### src/rtl/display_serial_driver.sv
// Turns binary hh:mm:ss into six 7-segment bytes and shifts them out MSB-first
// to an external shift-register chain, followed by a storage-latch pulse.
module display_serial_driver #(
  parameter int SYS_CLK_HZ   = 5_000_000,
  parameter int SHIFT_CLK_HZ = 1_000_000
) (
  input  logic       i_clk,
  input  logic       i_reset_n,
  input  logic       i_en,
  input  logic       i_start,
  input  logic [4:0] i_hours,
  input  logic [5:0] i_minutes,
  input  logic [5:0] i_seconds,
  input  logic       i_colon,
  output logic       o_serial_data,
  output logic       o_serial_clk,
  output logic       o_serial_latch,
  output logic       o_busy,
  output logic       o_done
);

  localparam int HALF_RAW = SYS_CLK_HZ / (2 * SHIFT_CLK_HZ);
  localparam int HALF     = (HALF_RAW < 1) ? 1 : HALF_RAW;
  localparam int PW       = (2 * HALF <= 2) ? 1 : $clog2(2 * HALF);

  localparam logic [PW-1:0] PH_LAST  = PW'(2 * HALF - 1);
  localparam logic [PW-1:0] PH_HALF  = PW'(HALF);
  localparam logic [PW-1:0] LAT_LAST = PW'(HALF - 1);

  typedef enum logic [1:0] {IDLE, LOAD, SHIFT, LATCH} state_t;

  state_t          state;
  logic [47:0]     shreg;
  logic [5:0]      bitcnt;
  logic [PW-1:0]   phase;
  logic [47:0]     frame;

  function automatic logic [6:0] seg7(input logic [3:0] d);
    case (d)
      4'd0:    seg7 = 7'h3F;
      4'd1:    seg7 = 7'h06;
      4'd2:    seg7 = 7'h5B;
      4'd3:    seg7 = 7'h4F;
      4'd4:    seg7 = 7'h66;
      4'd5:    seg7 = 7'h6D;
      4'd6:    seg7 = 7'h7D;
      4'd7:    seg7 = 7'h07;
      4'd8:    seg7 = 7'h7F;
      4'd9:    seg7 = 7'h6F;
      default: seg7 = 7'h00;
    endcase
  endfunction

  // Tens byte never carries a decimal point; the ones byte gets dp.
  function automatic logic [15:0] digit_pair(input logic [5:0] v, input logic dp);
    logic [3:0] tens;
    logic [3:0] ones;
    tens = 4'(v / 6'd10);
    ones = 4'(v % 6'd10);
    digit_pair = {1'b0, seg7(tens), dp, seg7(ones)};
  endfunction

  assign frame = {digit_pair({1'b0, i_hours}, i_colon),
                  digit_pair(i_minutes, i_colon),
                  digit_pair(i_seconds, 1'b0)};

  // The current bit always sits in shreg[47]; 48 shifts leave it all-zero.
  assign o_serial_data = shreg[47];

  always_ff @(posedge i_clk or negedge i_reset_n) begin
    if (!i_reset_n) begin
      state          <= IDLE;
      shreg          <= '0;
      bitcnt         <= '0;
      phase          <= '0;
      o_serial_clk   <= 1'b0;
      o_serial_latch <= 1'b0;
      o_busy         <= 1'b0;
      o_done         <= 1'b0;
    end else begin
      o_done <= 1'b0;
      if (state != IDLE && !i_en) begin
        state          <= IDLE;
        shreg          <= '0;
        bitcnt         <= '0;
        phase          <= '0;
        o_serial_clk   <= 1'b0;
        o_serial_latch <= 1'b0;
        o_busy         <= 1'b0;
      end else begin
        case (state)
          IDLE: begin
            if (i_start && i_en) begin
              state  <= LOAD;
              o_busy <= 1'b1;
            end
          end
          LOAD: begin
            shreg        <= frame;
            bitcnt       <= 6'd47;
            phase        <= '0;
            o_serial_clk <= 1'b0;
            state        <= SHIFT;
          end
          SHIFT: begin
            if (phase == PH_LAST) begin
              phase        <= '0;
              o_serial_clk <= 1'b0;
              shreg        <= {shreg[46:0], 1'b0};
              if (bitcnt == 6'd0) begin
                state          <= LATCH;
                o_serial_latch <= 1'b1;
              end else begin
                bitcnt <= bitcnt - 6'd1;
              end
            end else begin
              phase        <= phase + 1'b1;
              o_serial_clk <= ((phase + 1'b1) >= PH_HALF);
            end
          end
          LATCH: begin
            if (phase == LAT_LAST) begin
              state          <= IDLE;
              phase          <= '0;
              o_serial_latch <= 1'b0;
              o_busy         <= 1'b0;
              o_done         <= 1'b1;
            end else begin
              phase <= phase + 1'b1;
            end
          end
          default: state <= IDLE;
        endcase
      end
    end
  end

endmodule

### config.mk
export PLATFORM = sky130hd
export DESIGN_NAME = display_serial_driver
export DESIGN_NICKNAME = d
export VERILOG_FILES = /design/src/rtl/display_serial_driver.sv
export SDC_FILE = /design/constraint.sdc
export NUM_CORES = 1
export LEC_CHECK = 0
export BUFFER_PORTS_ARGS = -buffer_cell sky130_fd_sc_hd__clkbuf_2
export CAP_MARGIN = 20
export CELL_PAD_IN_SITES_DETAIL_PLACEMENT = 1
export CELL_PAD_IN_SITES_GLOBAL_PLACEMENT = 1
export CORE_ASPECT_RATIO = 0.9
export CORE_MARGIN = 3
export CORE_UTILIZATION = 43
export DETAILED_ROUTE_END_ITERATION = 8
export GPL_ROUTABILITY_DRIVEN = 0
export PLACE_DENSITY = 0.84
export SETUP_SLACK_MARGIN = 0.5
export SLEW_MARGIN = 5
export SYNTH_ARGS = -nofsm -noshare
export SYNTH_HDL_FRONTEND = slang
export SYNTH_SLANG_ARGS = --single-unit
### constraint.sdc
create_clock -name i_clk -period 2.1 [get_ports i_clk]
set_input_delay 0.105 -clock i_clk [delete_from_list [all_inputs] [get_ports i_clk]]
set_output_delay 0.105 -clock i_clk [all_outputs]
set_load 0.01 [all_outputs]
==> impl_metrics.csv, run 1 <==
group,metric,value,unit
logic_synthesis,synth_cells,600,
logic_synthesis,synth-xor-area-share,1.60,%
placement,hpwl,10700,um
cts,cts_num_sinks,62,
logic_synthesis,synth_commonest_cells,"nand2_1, dfrtp_1, o21ai_0",
placement,place_worst_setup_slack,-0.397,ns
logic_synthesis,async_reset_ff_share,100,%
logic_synthesis,yosysMostFrequentCell,"nand2_1",
cts,clockBufferDepth,2,
logic_synthesis,synth_top_family_by_area,"compound AO/OA/AOI/OAI gates",
outcome,tool.error,"[ERROR DPL-0033] detailed placement checks failed during check placement.",
floorplan,die_h,108,um
logic_synthesis,netlist_area,4940,um^2
logic_synthesis,synth_compound_area_share,29.5,%
floorplan,io_pins,27,
floorplan,die_x,119,um
logic_synthesis,synthAdderAreaFrac,8.61,%
floorplan,initial_utilization,44.8,%
logic_synthesis,yosysTopAreaCellShare,31.4,%
outcome,outcome,"stopped before the end",
logic_synthesis,synth-main-ff-cell,"dfrtp_1",
logic_synthesis,yosys.area_share.simple,19.8,%
logic_synthesis,syn-num-nets,656,
sta,worst-ep-kind,"register data pin",
logic_synthesis,synth_edf_count,0,
outcome,stop_stage,"5_1_grt",
cts,cts_buffers,9,
placement,dp.cells,797,
placement,portBuffers,26,
grt,antenna_found_initial,1,
logic_synthesis,synth_area_leader_cell,"dfrtp_1",
floorplan,std_cell_rows,36,
grt,grt_max_degree,63,
logic_synthesis,yosys_register_bits,62,
logic_synthesis,synth_area_leaders,"dfrtp_1, ha_1, o21ai_0",
logic_synthesis,synth-seq-area-share,31.4,%
logic_synthesis,synth.distinct_cells,78,
logic_synthesis,syn_avg_cell_area,8.23,um^2
cts,cts.htree.levels,3,
cts,clockRootBuffer,"clkbuf_16",
logic_synthesis,yosysWarnings,0,
logic_synthesis,muxShareOfSynthArea,1.37,%
sta,crit_endpoint,"shreg[21]$_DFFE_PN0P_/D",
## what timing repair did
action,in CTS
hold buffers,1
setup endpoints to repair,57
endpoints found under the hold margin,62
gates cloned,9
pin swaps,51
setup buffers,48
resized for setup,134
## stage by stage
step,util [%],setup TNS [ns],instance area [um^2]
after CTS,64.7,0,7140
after detailed placement,52.2,-2.94,5760
after global placement,52.2,-0.931,5760
after floorplan,-,-0.262,5450
## kinds of logic after synthesis
logic type                 Yosys count
DFF                                 62
AOI/OAI and AO/OA                  215
buffers and inverters               81
adders and majority gates           34
muxes                                6
and+or+nand+nor                    193
xor gates and xnor gates             9
==> run 2: changes to the inputs <==
CELL_PAD_IN_SITES_DETAIL_PLACEMENT = default   (was 1)
CELL_PAD_IN_SITES_GLOBAL_PLACEMENT = default   (was 1)
CORE_ASPECT_RATIO = default   (was 0.9)
CORE_UTILIZATION = 40   (was 43)
PLACE_DENSITY = default   (was 0.84)
PLACE_DENSITY_LB_ADDON = 0.15   (was default)
SETUP_SLACK_MARGIN = default   (was 0.5)
clock period = 2.75 ns   (was 2.1 ns; I/O delays follow)
==> run 2 against run 1 <==
The flow now finishes, with violations (negative hold slack); synthesized cell count stayed put; synthesized area stayed put.
==> impl_metrics.csv, run 2 <==
group,metric,value,unit
routing,ant_nets,0,
sta,fmax,404,MHz
power,clkPwrFrac,21.0,%
logic_synthesis,synth-xor-area-share,1.60,%
cts,insertion_delay,0.32,ns
cts,clockBufferDepth,2,
cts,cts.htree.levels,3,
sta,period_share,89.9,%
logic_synthesis,synthAdderAreaFrac,8.61,%
logic_synthesis,synth_top_family_by_area,"compound AO/OA/AOI/OAI gates",
grt,grt_pass1_wl,19000,um
logic_synthesis,yosysWarnings,0,
finish,layout-drive-gt1-share,13.1,%
logic_synthesis,synth-main-ff-cell,"dfrtp_1",
routing,wl_per_cell,14.4,um
sta,setup_tns,0,ns
power,fin_total_pwr,4.96,mW
routing,drt_pass1_iterations,4,
grt,antenna_found_initial,0,
setup_path,slowest_delay,0.45,ns
floorplan,io_pins,27,
sta,skew,0.00771,ns
finish,layout.cells.most_common,"nand2_1",
grt,grtUsageTotal,17.0,%
cts,cts_buffers,9,
logic_synthesis,synth_area_leader_cell,"dfrtp_1",
power,comb_power_share,47.8,%
job,drv_cap,0,
cts,cts_tree,"done",
sta,slew_violations,0,
setup_path,criticalPathCategory,"flop to flop",
finish,n_antenna_cell,0,
setup_path,cp.arrival,2.68,ns
setup_path,cp-end-kind,"flop",
cts,clkTransAtPathRegs,0.05,ns
power,power_density,901,nW/um^2
setup_path,cp_top_family,"simple AND/OR/NAND/NOR gates",
finish,multi_input_area,3020,um^2
setup_path,cp_max_fo,50,
logic_synthesis,netlist_area,4940,um^2
power,p_leak,2.41,nW
logic_synthesis,yosys_register_bits,62,
sta,max_slew_margin,46.9,%
logic_synthesis,yosys.area_share.simple,19.8,%
sta,period_needed,2.47,ns
routing,drc,0,
finish,largest_register_ffs,48,
sta,tightest_slew,0.796,ns
routing,drtIter0Drc,259,
setup_path,cp.required,2.95,ns
cts,holdBufCountCts,0,
power,intPower,2.94,mW
finish,area.sequential,1550,um^2
logic_synthesis,synth_commonest_cells,"nand2_1, dfrtp_1, o21ai_0",
setup_path,worstPathBufferInverterCount,2,
outcome,outcome,"finished with violations",
routing,via_per_inst,5.48,
sta,rsz0062_at_grt,"false",
logic_synthesis,yosysTopAreaCellShare,31.4,%
routing,via_count,4294,
logic_synthesis,synth_compound_area_share,29.5,%
power,ir_drop,0.000477,V
floorplan,std_cell_rows,39,
placement,hpwl,8050,um
routing,wirelength,11300,um
finish,reg_top3,"shreg x48, bitcnt x6",
logic_synthesis,synth_cells,600,
cts,cts_resized,0,
placement,portBuffers,26,
logic_synthesis,syn_avg_cell_area,8.23,um^2
logic_synthesis,synth.distinct_cells,78,
sta,setup_viol,0,
cts,postCtsSetupBuffers,0,
setup_path,cpMostUsedCell,"nand2b_1",
finish,final_cell_mix,"nand2_1, dfrtp_1, o21ai_0",
logic_synthesis,synth_area_leaders,"dfrtp_1, ha_1, o21ai_0",
setup_path,setup.worst_path.start_class,"flop",
setup_path,slowest_stage,"ha_2",
cts,clockRootBuffer,"clkbuf_16",
finish,top_register,"shreg",
floorplan,initial_utilization,42.0,%
power,switching_power,2.02,mW
grt,grt_pass1_vias,4090,
setup_path,path_cells,"inv_1 -> ha_2 -> nand2b_1 -> o32ai_4 -> buf_12 -> nand2b_1 -> a21oi_1 -> a32o_1",
logic_synthesis,syn-num-nets,656,
finish,syn2layout_area_growth,11.6,%
cts,cts_num_sinks,62,
floorplan,die_x,117,um
placement,dpl_cell_area,5240,um^2
grt,grt_max_degree,63,
power,switching_share,40.8,%
floorplan,core,11800,um^2
outcome,violations,"negative hold slack",
floorplan,design.die.area,13700,um^2
grt,gr-total-overflow,0,
logic_synthesis,async_reset_ff_share,100,%
sta,hold_slack,-0.0151,ns
floorplan,die_h,117,um
hold_path,hp-class,"input pin to async pin",
logic_synthesis,synth_edf_count,0,
finish,final_area,5510,um^2
finish,fillerInstances,1158,
logic_synthesis,synth-seq-area-share,31.4,%
finish,fin_nets,673,
logic_synthesis,yosysMostFrequentCell,"nand2_1",
sta,hold_viol,8,
logic_synthesis,muxShareOfSynthArea,1.37,%
power,power_frac_seq,31.2,%
-- run 2: kinds of logic (layout without fill, tap and decap cells) --
logic type	count (synthesis)	in the layout
xor+xnor	9	9
mux	6	6
buf+inv	81	101
compound gates	215	215
fa+ha+maj	34	34
flops	62	62
simple gates	193	193
-- run 2: per-stage QoR --
step | worst slack [ns] | util, % | std cells
2_1_floorplan | 0.00568 | - | 600
3_3_place_gp | 0.210 | 44.5 | 770
3_5_place_dp | 0.152 | 44.5 | 770
4_1_cts | 0.214 | 46.9 | 784
5_1_grt | 0.0536 | 46.9 | 784
6_report | 0.277 | 46.9 | 784
-- run 2: final cells by class --
| type | count | share of cell area [%] |
|---|---|---|
| multi-input combinational | 457 | 54.7 |
| sequential | 62 | 28.2 |
| timing repair buffer | 50 | 5.86 |
| clock buffer | 13 | 4.90 |
| tap | 164 | 3.72 |
| inverter | 37 | 2.52 |
| clock inverter | 1 | 0.0908 |
-- run 2: path summary, 6_finish.rpt --
path                            startpoint             end  slack [ns]  cells after the start
worst min-delay path             i_reset_n       shreg[29]       -0.02                      2
worst min register to register   shreg[42]       shreg[42]        0.47                      2
worst max register to register    state[0]       shreg[21]        0.28                      8
min in group i_clk                    i_en        state[0]        0.21                      3
worst max-delay path              state[0]       shreg[21]        0.28                      8
max in group asynchronous        i_reset_n  o_serial_latch        2.24                      2
-- run 2: power by group through the flow --
stage          clock network [mW]  registers, mW  logic [mW]
2_1_floorplan                   0           1.50        1.76
3_3_place_gp                    0           1.54        2.35
6_report                     1.04           1.55        2.37
4_1_cts                      1.07           1.54        2.40
3_5_place_dp                    0           1.55        2.41
5_1_grt                      1.11           1.59        2.71
-- run 2: metal layers --
metal  up-vias  GRT usage (%)  wire, um
li1       2193              -         -
met1      2050           23.6      5640
met2        47           27.4      5270
met3         4           3.19       283
met4         0           4.13        71
met5         -              0         0
(Power assumes the default switching activity.)
==> run 3: changes to the inputs <==
RECOVER_POWER = 25   (was default)
==> run 3 against run 2 <==
The run ends with max-capacitance violations, max-slew violations left; sequential share of layout area hardly changed; sequential power hardly changed; flip-flop and latch count stayed put; non-clock buffer count stayed put; highest routed layer unchanged; setup slack worse by 0.0042 ns; critical path depth stayed put; clock power hardly changed; wire length hardly changed.
==> impl_metrics.csv, run 3 (synthesized netlist as in run 2, its figures left out) <==
group,metric,value,unit
cts,insertion_delay,0.32,ns
finish,top_register,"shreg",
finish,fillerInstances,1159,
setup_path,cpMostUsedCell,"nand2b_1",
sta,slew_violations,63,
routing,drt_pass1_iterations,4,
cts,postCtsSetupBuffers,0,
floorplan,initial_utilization,42.0,%
setup_path,cp.arrival,2.68,ns
finish,fin_util,46.8,%
grt,grt_pass1_vias,4090,
cts,cts_num_sinks,62,
cts,cts_buffers,9,
power,switching_share,40.8,%
sta,fmax,404,MHz
finish,layoutNonFillerInstCount,784,
finish,layout-drive-gt1-share,13.1,%
placement,dp.cells,770,
routing,wl_per_cell,14.4,um
finish,syn2layout_area_growth,11.5,%
placement,dpl_cell_area,5240,um^2
power,power_frac_seq,31.2,%
floorplan,die_x,117,um
finish,layout.cells.most_common,"nand2_1",
setup_path,cp_max_fo,50,
finish,final_cell_mix,"nand2_1, dfrtp_1, o21ai_0",
sta,skew,0.00435,ns
finish,largest_register_ffs,48,
job,drv_cap,1,
cts,cts_resized,0,
sta,hold_slack,0.210,ns
setup_path,worstPathBufferInverterCount,2,
finish,n_antenna_cell,0,
routing,via_per_inst,5.48,
finish,area.sequential,1550,um^2
cts,holdBufCountCts,0,
grt,grt_pass1_wl,19000,um
grt,antenna_found_initial,0,
cts,cts.htree.levels,3,
cts,cts_tree,"done",
sta,tightest_slew,1.54,ns
routing,ant_nets,0,
setup_path,criticalPathCategory,"flop to flop",
finish,multi_input_area,3020,um^2
placement,hpwl,8050,um
outcome,violations,"max-capacitance violations, max-slew violations",
setup_path,cp_top_family,"simple AND/OR/NAND/NOR gates",
finish,fin_nets,673,
setup_path,cp.required,2.96,ns
setup_path,slowest_stage,"ha_2",
cts,clkTransAtPathRegs,0.05,ns
floorplan,core,11800,um^2
grt,grtUsageTotal,17.0,%
finish,reg_top3,"shreg x48, bitcnt x6",
power,clkPwrFrac,21.1,%
power,power_density,902,nW/um^2
floorplan,die_h,117,um
placement,place_worst_setup_slack,0.152,ns
sta,max_slew_margin,-2.72,%
setup_path,cp-end-kind,"flop",
sta,rsz0062_at_grt,"false",
floorplan,std_cell_rows,39,
setup_path,setup.worst_path.start_class,"flop",
finish,final_area,5510,um^2
outcome,outcome,"finished with violations",
routing,drtIter0Drc,258,
cts,clockRootBuffer,"clkbuf_16",
power,comb_power_share,47.8,%
sta,hold_viol,0,
power,fin_total_pwr,4.97,mW
sta,setup_viol,0,
sta,setup_tns,0,ns
hold_path,hp-class,"input pin to flop",
sta,layout_setup_ws,0.273,ns
sta,period_needed,2.48,ns
sta,period_share,90.1,%
grt,grt_max_degree,63,
routing,wirelength,11300,um
power,switching_power,2.03,mW
setup_path,path_cells,"inv_1 -> ha_2 -> nand2b_1 -> o32ai_4 -> buf_12 -> nand2b_1 -> a21oi_1 -> a32o_1",
grt,gr-total-overflow,0,
routing,via_count,4299,
power,p_leak,2.41,nW
cts,clockBufferDepth,2,
routing,drc,0,
floorplan,io_pins,27,
placement,portBuffers,26,
setup_path,slowest_delay,0.45,ns
power,ir_drop,0.000478,V
floorplan,design.die.area,13700,um^2
power,intPower,2.94,mW
-- run 3: cell types whose count changed in the layout (fill, tap and decap cells not counted), sizes merged --
cell	delta
buf	-1
clkbuf	+1
-- run 3: routing by layer --
metal  vias to the layer above  global-route usage, %  wire length (um)
li1                       2190                      -                 -
met1                      2040                   23.6              5610
met2                        59                   27.4              5210
met3                        10                   3.19               324
met4                         0                   4.13               121
met5                         -                      0                 0
-- run 3: path summary, 6_finish.rpt --
check,startpoint,endpoint,slack [ns],cells past startpoint
max in group asynchronous,i_reset_n,o_serial_latch,1.54,2
min,i_en,state[0],0.21,3
max reg2reg,state[0],shreg[21],0.27,8
max,state[0],shreg[21],0.27,8
min in group asynchronous,i_reset_n,shreg[29],0.28,2
min reg2reg,shreg[42],shreg[42],0.47,2
-- run 3: area by class of cell --
type | instances | area share [%]
Clock inverter | 1 | 0.0909
Sequential cell | 62 | 28.2
Timing Repair Buffer | 50 | 5.82
Multi-Input combinational cell | 457 | 54.8
Tap cell | 164 | 3.73
Inverter | 37 | 2.52
Clock buffer | 13 | 4.91
-- run 3: worst register-to-register path: stages (launching register included) --
cell and delay, ns:
dfrtp_1 0.41, inv_1 0.12, ha_2 0.45, nand2b_1 0.17, o32ai_4 0.20, buf_12 0.27, nand2b_1 0.40, a21oi_1 0.08
a32o_1 0.27
-- run 3: power by group through the flow --
stage	clock network, mW	logic [mW]	registers (mW)
4_1_cts	1.07	2.40	1.54
3_3_place_gp	0	2.35	1.54
6_report	1.05	2.37	1.55
5_1_grt	1.11	2.71	1.59
3_5_place_dp	0	2.41	1.55
2_1_floorplan	0	1.76	1.50
